`config.mk`:
```
export PLATFORM = sky130hd
export DESIGN_NAME = time_unit_counter
export DESIGN_NICKNAME = d
export VERILOG_FILES = /design/src/rtl/time_unit_counter.sv
export SDC_FILE = /design/constraint.sdc
export NUM_CORES = 1
export LEC_CHECK = 0
export CAP_MARGIN = 10
export CORE_ASPECT_RATIO = 0.8
export CORE_UTILIZATION = 50
export DETAILED_ROUTE_END_ITERATION = 10
export MAX_ROUTING_LAYER = met4
export PLACE_DENSITY = 0.75
export REMOVE_ABC_BUFFERS = 1
export SLEW_MARGIN = 20
export SYNTH_ARGS = -nofsm -noshare
export SYNTH_HDL_FRONTEND = slang
export SYNTH_SLANG_ARGS = --single-unit
```
`constraint.sdc`:
```
create_clock -name clk_50 -period 6.7 [get_ports clk_50]
set_input_delay 2.01 -clock clk_50 [delete_from_list [all_inputs] [get_ports clk_50]]
set_output_delay 2.01 -clock clk_50 [all_outputs]
set_load 0.005 [all_outputs]
```
`src/rtl/time_unit_counter.sv`:
```
// ---------------------------------------------------------------------------
// time_unit_counter
//
// One digit-pair of a settable clock (seconds, minutes or hours). In run mode
// the value advances on a one-second tick, taken either from an internal
// prescaler or from the carry strobe of the next-lower unit. In set mode the
// value is stepped up or down by two push-buttons, with auto-repeat while a
// button is held.
//
// Ports
//   clk_50     : single clock, all logic on its rising edge
//   rst_n      : asynchronous active-low reset
//   mode       : 0 = run, 1 = set
//   select     : 1 = this unit is the one being edited in set mode
//   key_inc_n  : raw active-low increment button (asynchronous)
//   key_dec_n  : raw active-low decrement button (asynchronous)
//   tick_in    : one-cycle advance strobe, used when USE_EXT_TICK = 1
//   count      : registered current value, always 0..MODULO-1
//   bcd_tens   : count / 10
//   bcd_ones   : count % 10
//   carry_out  : registered one-cycle strobe when the count wraps to 0
//
// Parameters
//   CLK_HZ       : clock cycles per internal tick
//   MODULO       : count range 0..MODULO-1, legal 2..100
//   WIDTH        : count width, 2**WIDTH >= MODULO
//   USE_EXT_TICK : 0 = internal prescaler, 1 = tick_in
//   REPEAT_DLY   : held-key cycles before auto-repeat starts
//   REPEAT_PER   : cycles between auto-repeat steps
// ---------------------------------------------------------------------------
module time_unit_counter #(
  parameter int CLK_HZ       = 50_000_000,
  parameter int MODULO       = 60,
  parameter int WIDTH        = 7,
  parameter int USE_EXT_TICK = 0,
  parameter int REPEAT_DLY   = 25_000_000,
  parameter int REPEAT_PER   = 10_000_000
) (
  input  logic             clk_50,
  input  logic             rst_n,
  input  logic             mode,
  input  logic             select,
  input  logic             key_inc_n,
  input  logic             key_dec_n,
  input  logic             tick_in,
  output logic [WIDTH-1:0] count,
  output logic [3:0]       bcd_tens,
  output logic [3:0]       bcd_ones,
  output logic             carry_out
);

  localparam int PW   = (CLK_HZ > 1) ? $clog2(CLK_HZ) : 1;
  localparam int RMAX = (REPEAT_DLY > REPEAT_PER) ? REPEAT_DLY : REPEAT_PER;
  localparam int RW   = (RMAX > 0) ? $clog2(RMAX + 1) : 1;

  localparam logic [PW-1:0]    PRESC_LAST = PW'(CLK_HZ - 1);
  localparam logic [RW-1:0]    DLY_CYC    = RW'(REPEAT_DLY);
  localparam logic [RW-1:0]    PER_CYC    = RW'(REPEAT_PER);
  localparam logic [WIDTH-1:0] CNT_MAX    = WIDTH'(MODULO - 1);

  // Index 0 is the increment key, index 1 the decrement key.
  localparam int KEY_INC = 0;
  localparam int KEY_DEC = 1;

  // -------------------------------------------------------------------------
  // Helper functions: wrap-around stepping and BCD split
  // -------------------------------------------------------------------------
  function automatic logic [WIDTH-1:0] step_up(input logic [WIDTH-1:0] v);
    return (v == CNT_MAX) ? '0 : v + 1'b1;
  endfunction

  function automatic logic [WIDTH-1:0] step_down(input logic [WIDTH-1:0] v);
    return (v == '0) ? CNT_MAX : v - 1'b1;
  endfunction

  function automatic logic [3:0] to_tens(input logic [WIDTH-1:0] v);
    logic [7:0] v8;
    v8 = 8'(v);
    return 4'(v8 / 8'd10);
  endfunction

  function automatic logic [3:0] to_ones(input logic [WIDTH-1:0] v);
    logic [7:0] v8;
    v8 = 8'(v);
    return 4'(v8 % 8'd10);
  endfunction

  // -------------------------------------------------------------------------
  // Declarations
  // -------------------------------------------------------------------------
  logic [1:0]    key_raw;
  logic [1:0]    key_p0;     // first synchroniser stage
  logic [1:0]    key_p1;     // synchronised key level (0 = pressed)
  logic [1:0]    key_p2;     // previous synchronised level, for edge detect

  logic [1:0]    press;      // 1->0 transition of the synchronised level
  logic [1:0]    held;
  logic [1:0]    rep_fire;
  logic [1:0]    step;
  logic          edit;

  logic [RW-1:0] rep_cnt [2];
  logic [1:0]    rep_on;     // 0 = waiting for initial delay, 1 = repeating

  logic [PW-1:0] presc;
  logic          int_tick;
  logic          adv;

  // Blocks any step or carry on the first clock after reset release.
  logic          armed;

  logic [WIDTH-1:0] count_nxt;
  logic             carry_nxt;

  assign key_raw = {key_dec_n, key_inc_n};

  // -------------------------------------------------------------------------
  // Stage p0/p1/p2: key synchroniser and edge-detect history
  // -------------------------------------------------------------------------
  always_ff @(posedge clk_50 or negedge rst_n) begin
    if (!rst_n) begin
      key_p0 <= 2'b11;
      key_p1 <= 2'b11;
      key_p2 <= 2'b11;
    end else begin
      key_p0 <= key_raw;
      key_p1 <= key_p0;
      key_p2 <= key_p1;
    end
  end

  // -------------------------------------------------------------------------
  // Edit decode: presses, auto-repeat firing, resulting step requests
  // -------------------------------------------------------------------------
  always_comb begin
    edit     = mode & select;
    press    = key_p2 & ~key_p1;
    held     = ~key_p1;
    rep_fire = '0;
    step     = '0;
    for (int k = 0; k < 2; k++) begin
      // The timer holds the number of cycles since the press (or since the
      // last repeat step), so a repeat fires exactly REPEAT_DLY cycles after
      // the press and every REPEAT_PER cycles thereafter.
      rep_fire[k] = edit & held[k] & ~press[k] &
                    (rep_on[k] ? (rep_cnt[k] == PER_CYC)
                               : (rep_cnt[k] == DLY_CYC));
      step[k]     = edit & (press[k] | rep_fire[k]);
    end
  end

  // Repeat timers are cleared whenever the key is up or the unit is not
  // being edited, so run mode and select=0 never accumulate repeat state.
  always_ff @(posedge clk_50 or negedge rst_n) begin
    if (!rst_n) begin
      rep_cnt[KEY_INC] <= '0;
      rep_cnt[KEY_DEC] <= '0;
      rep_on           <= '0;
    end else begin
      for (int k = 0; k < 2; k++) begin
        if (!edit || !held[k]) begin
          rep_cnt[k] <= '0;
          rep_on[k]  <= 1'b0;
        end else if (press[k]) begin
          rep_cnt[k] <= RW'(1);
          rep_on[k]  <= 1'b0;
        end else if (rep_fire[k]) begin
          rep_cnt[k] <= RW'(1);
          rep_on[k]  <= 1'b1;
        end else begin
          rep_cnt[k] <= rep_cnt[k] + 1'b1;
        end
      end
    end
  end

  // -------------------------------------------------------------------------
  // Prescaler: held at 0 in set mode, so leaving set mode restarts a full
  // CLK_HZ-cycle second before the first tick.
  // -------------------------------------------------------------------------
  always_ff @(posedge clk_50 or negedge rst_n) begin
    if (!rst_n) begin
      presc <= '0;
    end else if (mode || presc == PRESC_LAST) begin
      presc <= '0;
    end else begin
      presc <= presc + 1'b1;
    end
  end

  assign int_tick = ~mode & (presc == PRESC_LAST);
  assign adv      = ~mode & ((USE_EXT_TICK != 0) ? tick_in : int_tick);

  always_ff @(posedge clk_50 or negedge rst_n) begin
    if (!rst_n) begin
      armed <= 1'b0;
    end else begin
      armed <= 1'b1;
    end
  end

  // -------------------------------------------------------------------------
  // Count update: run-mode advance and set-mode stepping are mutually
  // exclusive because adv requires mode=0 and step requires mode=1.
  // Simultaneous inc and dec steps cancel.
  // -------------------------------------------------------------------------
  always_comb begin
    count_nxt = count;
    carry_nxt = 1'b0;
    if (armed) begin
      if (adv) begin
        count_nxt = step_up(count);
        carry_nxt = (count == CNT_MAX);
      end else if (step[KEY_INC] && !step[KEY_DEC]) begin
        count_nxt = step_up(count);
      end else if (step[KEY_DEC] && !step[KEY_INC]) begin
        count_nxt = step_down(count);
      end
    end
  end

  always_ff @(posedge clk_50 or negedge rst_n) begin
    if (!rst_n) begin
      count     <= '0;
      carry_out <= 1'b0;
    end else begin
      count     <= count_nxt;
      carry_out <= carry_nxt;
    end
  end

  // -------------------------------------------------------------------------
  // BCD split for the display drivers
  // -------------------------------------------------------------------------
  assign bcd_tens = to_tens(count);
  assign bcd_ones = to_ones(count);

endmodule
```
==> results of run 1 <==
worst max-delay path, stage by stage, from the launching register on:
cell             delay (ns)
dfrtp_1                0.61
nor2b_1                0.38
nand2_1                0.11
o211ai_1               0.11
o21ai_0                0.10
o21ai_0                0.41
a21o_1                 0.13
nand2_1                0.07
xnor2_1                0.16
clkdlybuf4s50_1        0.51
flip-flops by register name, summed over array words and instances (netlist names):
signal,cells
count,7
armed,1
key_p2,2
rep_on,2
carry_out,1
presc,26
rep_cnt,50
key_p0,2
key_p1,2
per-stage QoR:
step | std cells | instance area [um2]
finish | 716 | 5790
detailed placement | 700 | 5430
floorplan | 541 | 5030
CTS | 716 | 5790
global route | 716 | 5790
global placement | 700 | 5430
layout make-up:
cell class,instances,share of cell area
clock buffers,11,0.0437
repair buffers,23,0.0385
well taps,136,0.0294
clock inverters,5,0.0184
inverters,16,0.0104
flip-flops and latches,93,0.403
multi-input cells,432,0.456
cells by family (layout without fill, tap and decap cells):
logic type                 Yosys count  count (layout)  share of synthesized area
DFF                                 93              93                      0.457
adders and majority gates            9               9                     0.0220
and+or+nand+nor                    281             281                      0.275
other                                1               1                   0.000734
AOI/OAI and AO/OA                   68              68                     0.0916
buffers and inverters               33              55                     0.0267
muxes                                6               6                     0.0120
xor gates and xnor gates            67              67                      0.115
power by group through the flow:
stage	sequential [W]	clock, W	combinational (W)
finish	0.000644	0.000593	0.000406
global route	0.000651	0.000628	0.000453
CTS	0.000643	0.000606	0.000405
detailed placement	0.000653	0	0.000401
global placement	0.000651	0	0.000389
floorplan	0.000640	0	0.000217
Yosys cell counts, drive strengths merged (2+ instances only):
| cell type | count | area (um2) |
|---|---|---|
| xnor2 | 30 | 263 |
| ha | 9 | 113 |
| nand4b | 3 | 26.3 |
| a41oi | 2 | 17.5 |
| dfstp | 6 | 158 |
| a21oi | 17 | 88.8 |
| o21a | 2 | 15.0 |
| or4b | 2 | 20.0 |
| nand4 | 15 | 93.8 |
| inv | 16 | 60.1 |
| nor4 | 7 | 43.8 |
| mux2i | 5 | 50.1 |
| xor2 | 37 | 324 |
| nor2 | 100 | 375 |
| nand2b | 7 | 43.8 |
| nor2b | 6 | 37.5 |
| o31ai | 3 | 22.5 |
| and4 | 3 | 26.3 |
| nand2 | 43 | 161 |
| nor4b | 2 | 17.5 |
| and2 | 2 | 12.5 |
| a221oi | 2 | 17.5 |
| nor3 | 15 | 75.1 |
| dfrtp | 87 | 2180 |
| clkbuf | 14 | 52.6 |
| and4b | 2 | 20.0 |
| or3 | 8 | 50.1 |
| o21ai | 22 | 110 |
| nand3 | 37 | 185 |
| a31oi | 4 | 31.3 |
| nor4bb | 5 | 50.1 |
| buf | 3 | 23.8 |
| nand4bb | 3 | 33.8 |
| o22ai | 3 | 25.0 |
| and3 | 17 | 106 |
metal layers:
layer / wire (um) / vias to the layer above / global-route usage / part of all wire
met3: 347 / 7 / 0.0504 / 0.034
met2: 4870 / 62 / 0.347 / 0.47
li1: - / 1976 / - / -
met1: 5050 / 1973 / 0.296 / 0.49
met4: 86 / 0 / 0.0628 / 0.0083
met5: 0 / - / - / 0
final timing paths:
check                           start          end  slack, ns  depth (start not counted)
setup / recovery             count[2]  bcd_ones[1]       1.74                          9
hold reg to reg             key_p0[0]    key_p1[0]       0.36                          0
max in group asynchronous       rst_n  rep_cnt[10]       3.98                          2
setup reg to reg           rep_cnt[8]     count[3]       3.49                          8
min in group asynchronous       rst_n  rep_cnt[13]       1.62                          1
hold / removal              key_p0[0]    key_p1[0]       0.36                          0
==> impl_metrics.sql, run 1 <==
INSERT INTO impl_metrics (metric_group, metric, value, unit) VALUES
('timing', 'min_period_over_period', '0.741', ''),
('yosys', 'syn-instance-count', '558', ''),
('detailed_routing', 'post_drt_wl_per_cell', '14.5', 'um'),
('timing', 'finalHoldViolCount', '0', ''),
('pwr', 'p_per_area', '284', 'nW/um2'),
('cells_and_area', 'multi_input_logic_area', '2640', 'um2'),
('clock_network', 'cts_made_buffers', '9', ''),
('timing', 'fin_crit', '4.96', 'ns'),
('pwr', 'combinational_group_share_of_total_power', '0.247', ''),
('detailed_routing', 'drt_first_pass_iters', '5', ''),
('yosys', 'synth-seq-cells', '93', ''),
('timing', 'slew_margin_rel', '0.438', ''),
('die', 'die_w', '115', 'um'),
('pwr', 'switching_power', '0.000466', 'W'),
('die', 'boundaryPins', '23', ''),
('timing', 'finalSetupTns', '0', 'ns'),
('clock_network', 'cts_resized', '0', ''),
('timing', 'rsz0062_at_grt', 'no', ''),
('yosys', 'synthesis.yosys.warnings', '0', ''),
('global_routing', 'first_global_vias', '3994', ''),
('setup_path', 'worst-endpoint-arrival', '2.95', 'ns'),
('die', 'floorplan.initialDensity', '0.523', ''),
('pwr', 'netSwitchingFraction', '0.284', ''),
('min_path', 'class_of_the_most_critical_hold_timing_path', 'flop to flop', ''),
('yosys', 'syn-mean-instance-area', '9.16', 'um2'),
('pwr', 'power.clock.fraction', '0.361', ''),
('clock_network', 'ctsHoldBuffers', '0', ''),
('clock_network', 'cts-root-buf', 'clkbuf_16', ''),
('timing', 'final.setup.worst_slack', '1.74', 'ns'),
('timing', 'worst_pin_slew', '0.841', 'ns'),
('timing', 'final-setup-viol-count', '0', ''),
('timing', 'max_clock_freq', '202', 'MHz'),
('detailed_routing', 'vias', '4018', ''),
('timing', 'clock-skew-final', '0.00448', 'ns'),
('clock_network', 'cts_tree', 'done', ''),
('cells_and_area', 'layout.cells.most_common_list', 'nor2_1, dfrtp_1, nand2_1, nand3_1, xor2_1', ''),
('yosys', 'synth_cell_type_count', '60', ''),
('setup_path', 'setup.worst_path.start_class', 'flop', ''),
('flow_run', 'maxCapViolations', '0', ''),
('clock_network', 'clock_path_buffers', '2', ''),
('cells_and_area', 'area_growth', '13.2', '%'),
('clock_network', 'cts_max_level', '3', ''),
('yosys', 'synthArstFlopShare', '1.00', ''),
('global_routing', 'maximum_number_of_pins_on_one_net_before_global_route_repair', '60', ''),
('place', 'final_weighted_congestion_of_routability_driven_global_placement', '0.853', ''),
('pwr', 'total_power', '0.00164', 'W'),
('yosys', 'synth_edf_count', '0', ''),
('die', 'coreArea', '9770', 'um2'),
('cells_and_area', 'design.final.nets', '591', ''),
('place', 'pre_cts_slack', '1.61', 'ns'),
('setup_path', 'worst_setup_path_end_kind', 'output port', ''),
('yosys', 'synth_flop_cell', 'dfrtp_1', ''),
('pwr', 'reported_leakage_power', '2.24', 'nW'),
('setup_path', 'data_required_critical_path', '4.69', 'ns'),
('clock_network', 'post_cts_buffers', '0', ''),
('clock_network', 'clk_pin_slew', '0.06', 'ns'),
('cells_and_area', 'post_route_cells_drive_above_1_share', '0.0552', ''),
('clock_network', 'clock_latency_of_the_later_clocked_register_in_the_worst_skew_pair', '0.34', 'ns'),
('detailed_routing', 'wl', '10.4', 'mm'),
('place', 'estimated_wirelength_of_the_detail_placed_design', '6.95', 'mm'),
('detailed_routing', 'first_iter_violations', '293', ''),
('die', 'fp.dieArea', '10600', 'um2'),
('status', 'run_status', 'finished clean', ''),
('place', 'buffer_ports.inserted', '21', ''),
('cells_and_area', 'final-seq-area', '2330', 'um2'),
('global_routing', 'grt_first_pass_wirelength', '18.3', 'mm'),
('global_routing', 'grt-ovfl-total', '0', ''),
('global_routing', 'grt_use_total', '0.224', ''),
('pwr', 'intPower', '0.00118', 'W'),
('yosys', 'mappedNetlistArea', '5110', 'um2'),
('setup_path', 'path_max_fanout', '15', '');
Power figures use the tool's default switching activity.
==> run 2, diff against run 1 <==
==> constraint.sdc (replaced) <==
create_clock -name clk_50 -period 4.8 [get_ports clk_50]
set_input_delay 1.44 -clock clk_50 [delete_from_list [all_inputs] [get_ports clk_50]]
set_output_delay 1.44 -clock clk_50 [all_outputs]
set_load 0.005 [all_outputs]
==> run 2 against run 1 <==
Via count down 0.47%. Critical path depth unchanged. Sequential power up 40%. Clock skew up 0.0015 ns. Critical path type unchanged. Sequential share of layout area up 0.54 points. Count of clock-buffer cells in the layout up 2.
==> impl_metrics.sql, run 2 (synthesis gave the netlist of run 1 again) <==
INSERT INTO impl_metrics (metric_group, metric, value, unit) VALUES
('setup_path', 'setup.worst_path.start_class', 'flop', ''),
('pwr', 'intPower', '0.00148', 'W'),
('cells_and_area', 'design.final.nets', '593', ''),
('detailed_routing', 'met3_length', '419', 'um'),
('pwr', 'total_power', '0.00212', 'W'),
('cells_and_area', 'antenna-diode-count', '0', ''),
('detailed_routing', 'wirelength_met1', '4.97', 'mm'),
('die', 'floorplan.die.height', '92.4', 'um'),
('cells_and_area', 'post_route_cells_drive_above_1_share', '0.0517', ''),
('cells_and_area', 'area_growth', '11.7', '%'),
('timing', 'finalHoldViolCount', '0', ''),
('cells_and_area', 'mostFrequentLayoutCell', 'nor2_1', ''),
('detailed_routing', 'post_drt_wl_per_cell', '14.5', 'um'),
('pwr', 'max_rail_drop_vdd', '0.208', 'mV'),
('setup_path', 'reg2reg_depth', '8', ''),
('clock_network', 'cts_tree', 'done', ''),
('global_routing', 'first_global_vias', '4011', ''),
('place', 'buffer_ports.inserted', '21', ''),
('cells_and_area', 'largestRegisters', 'rep_cnt: 50 flops, presc: 26 flops, count: 7 flops', ''),
('cells_and_area', 'finalCoreUtilization', '0.585', ''),
('clock_network', 'cts_made_buffers', '9', ''),
('setup_path', 'r2r_start', 'rep_on[1]', ''),
('min_path', 'hold_start', 'key_p0[0]', ''),
('timing', 'rsz0062_at_grt', 'no', ''),
('setup_path', 'timing.setup.critical_path_class', 'flop to output port', ''),
('cells_and_area', 'fin_cells', '716', ''),
('pwr', 'seqPwrFrac', '0.424', ''),
('die', 'row_count', '32', ''),
('clock_network', 'post_cts_buffers', '0', ''),
('min_path', 'holdPathStages', '0', ''),
('global_routing', 'grt_first_pass_wirelength', '18.3', 'mm'),
('clock_network', 'cts_max_level', '3', ''),
('clock_network', 'clock_path_buffers', '2', ''),
('cells_and_area', 'number_of_flip_flops_in_the_largest_register', '50', ''),
('status', 'run_status', 'finished clean', ''),
('clock_network', 'cts-root-buf', 'clkbuf_16', ''),
('detailed_routing', 'vias', '3999', ''),
('setup_path', 'worst_setup_path_end_kind', 'output port', ''),
('setup_path', 'buffer_and_inverter_count_on_the_worst_path', '1', ''),
('setup_path', 'data_required_critical_path', '3.36', 'ns'),
('timing', 'min_period_over_period', '0.928', ''),
('die', 'coreArea', '9770', 'um2'),
('detailed_routing', 'drt_first_pass_iters', '5', ''),
('place', 'estimated_wirelength_of_the_detail_placed_design', '7.13', 'mm'),
('pwr', 'combinational_group_share_of_total_power', '0.269', ''),
('detailed_routing', 'first_iter_violations', '279', ''),
('min_path', 'hold_end', 'key_p1[0]', ''),
('pwr', 'power.clock.fraction', '0.307', ''),
('setup_path', 'path_cells', 'nor2b_1 -> nand2_1 -> o211ai_1 -> o21ai_0 -> o21ai_0 -> a21o_1 -> nand2_1 -> xnor2_1 -> clkdlybuf4s50_1', ''),
('global_routing', 'grt-ovfl-total', '0', ''),
('pwr', 'reported_leakage_power', '2.21', 'nW'),
('clock_network', 'ctsHoldBuffers', '0', ''),
('place', 'placed_cells', '702', ''),
('global_routing', 'grt_use_total', '0.223', ''),
('cells_and_area', 'layout.cells.most_common_list', 'nor2_1, dfrtp_1, nand2_1, nand3_1, xor2_1', ''),
('setup_path', 'worst-endpoint-arrival', '3.01', 'ns'),
('timing', 'fin_crit', '4.45', 'ns'),
('clock_network', 'clk_pin_slew', '0.06', 'ns'),
('detailed_routing', 'remaining_drc_errors', '0', ''),
('die', 'boundaryPins', '23', ''),
('die', 'fp.dieArea', '10600', 'um2'),
('timing', 'final-setup-viol-count', '0', ''),
('detailed_routing', 'wl_met2', '4.95', 'mm'),
('pwr', 'switching_power', '0.000641', 'W'),
('detailed_routing', 'postRouteAntennaNets', '0', ''),
('pwr', 'p_per_area', '372', 'nW/um2'),
('flow_run', 'maxCapViolations', '0', ''),
('global_routing', 'maximum_number_of_pins_on_one_net_before_global_route_repair', '78', ''),
('timing', 'slew_margin_rel', '0.376', ''),
('die', 'floorplan.initialDensity', '0.523', ''),
('setup_path', 'max_stage_delay', '0.62', 'ns'),
('min_path', 'class_of_the_most_critical_hold_timing_path', 'flop to flop', ''),
('timing', 'finalMaxSlewViolations', '0', ''),
('detailed_routing', 'wl', '10.4', 'mm'),
('timing', 'hold_slack', '0.360', 'ns'),
('setup_path', 'critical-path-slowest-cell', 'dfrtp_1', ''),
('global_routing', 'grt_antenna_before_repair', '0', ''),
('setup_path', 'crit_path_leading_delay_family', 'compound AO/OA/AOI/OAI gates', ''),
('setup_path', 'path_max_fanout', '15', ''),
('setup_path', 'regToRegSetupSlack', '1.77', 'ns'),
('clock_network', 'cts_resized', '0', ''),
('place', 'final_weighted_congestion_of_routability_driven_global_placement', '0.853', ''),
('setup_path', 'reg2reg_to', 'count[4]', ''),
('timing', 'max_clock_freq', '225', 'MHz'),
('clock_network', 'clock_latency_of_the_later_clocked_register_in_the_worst_skew_pair', '0.34', 'ns'),
('clock_network', 'cts_num_sinks', '93', ''),
('detailed_routing', 'route.detailed.vias_per_inst', '5.59', ''),
('timing', 'finalSetupTns', '0', 'ns'),
('pwr', 'netSwitchingFraction', '0.302', ''),
('die', 'die_w', '115', 'um'),
('timing', 'clock-skew-final', '0.00602', 'ns'),
('timing', 'worst_pin_slew', '0.935', 'ns'),
('cells_and_area', 'regMostFlops', 'rep_cnt', ''),
('detailed_routing', 'highest-signal-layer', 'met4', '');
-- run 2: cell count changes in the layout (fill, tap and decap cells not counted), sizes merged --
cell    delta
clkinv     -1
bufinv     -3
clkbuf     +2
buf        +2
-- run 2: stage by stage --
stage	setup slack, ns	area (um2)
after floorplan	1.20	5030
after global routing	0.0323	5710
after CTS	0.363	5710
after global placement	0.621	5440
final	0.348	5710
after detailed placement	0.560	5440
-- run 2: area by class of cell --
class / instances / area (um2)
flip-flops and latches: 93 / 2330
fillers: 866 / 4060
inverters: 16 / 60.1
multi-input cells: 432 / 2640
well taps: 136 / 170
clock buffers: 13 / 260
repair buffers: 25 / 238
clock inverters: 1 / 7.51
-- run 2: worst max path at each step --
stage             start     endpoint  slack [ns]  cells after the start
2_1_floorplan      mode     count[3]        1.20                      7
3_3_place_gp       mode     count[4]        0.62                      8
3_5_place_dp       mode     count[5]        0.56                      8
4_1_cts        count[2]  bcd_ones[1]        0.36                      9
5_1_grt        count[2]  bcd_ones[1]        0.03                      9
6_report       count[2]  bcd_ones[1]        0.35                      9
-- run 2: metal layers --
layer  up-vias  global-route usage
li1       1979                   -
met1      1939               0.287
met2        74               0.353
met3         7              0.0661
met4         0              0.0422
met5         -                   -
-- run 2: worst register-to-register path: cells and delay by family, from the launching register on --
family             cells  cell delay, ns
AOI/OAI and AO/OA      6            1.81
DFF                    1            0.48
and+or+nand+nor        2            0.62
-- run 2: power by group through the flow --
stage	logic (W)	clock network [W]	registers [W]
floorplan	0.000303	0	0.000894
global placement	0.000544	0	0.000909
detailed placement	0.000562	0	0.000910
CTS	0.000569	0.000669	0.000896
global route	0.000635	0.000705	0.000908
finish	0.000571	0.000652	0.000899
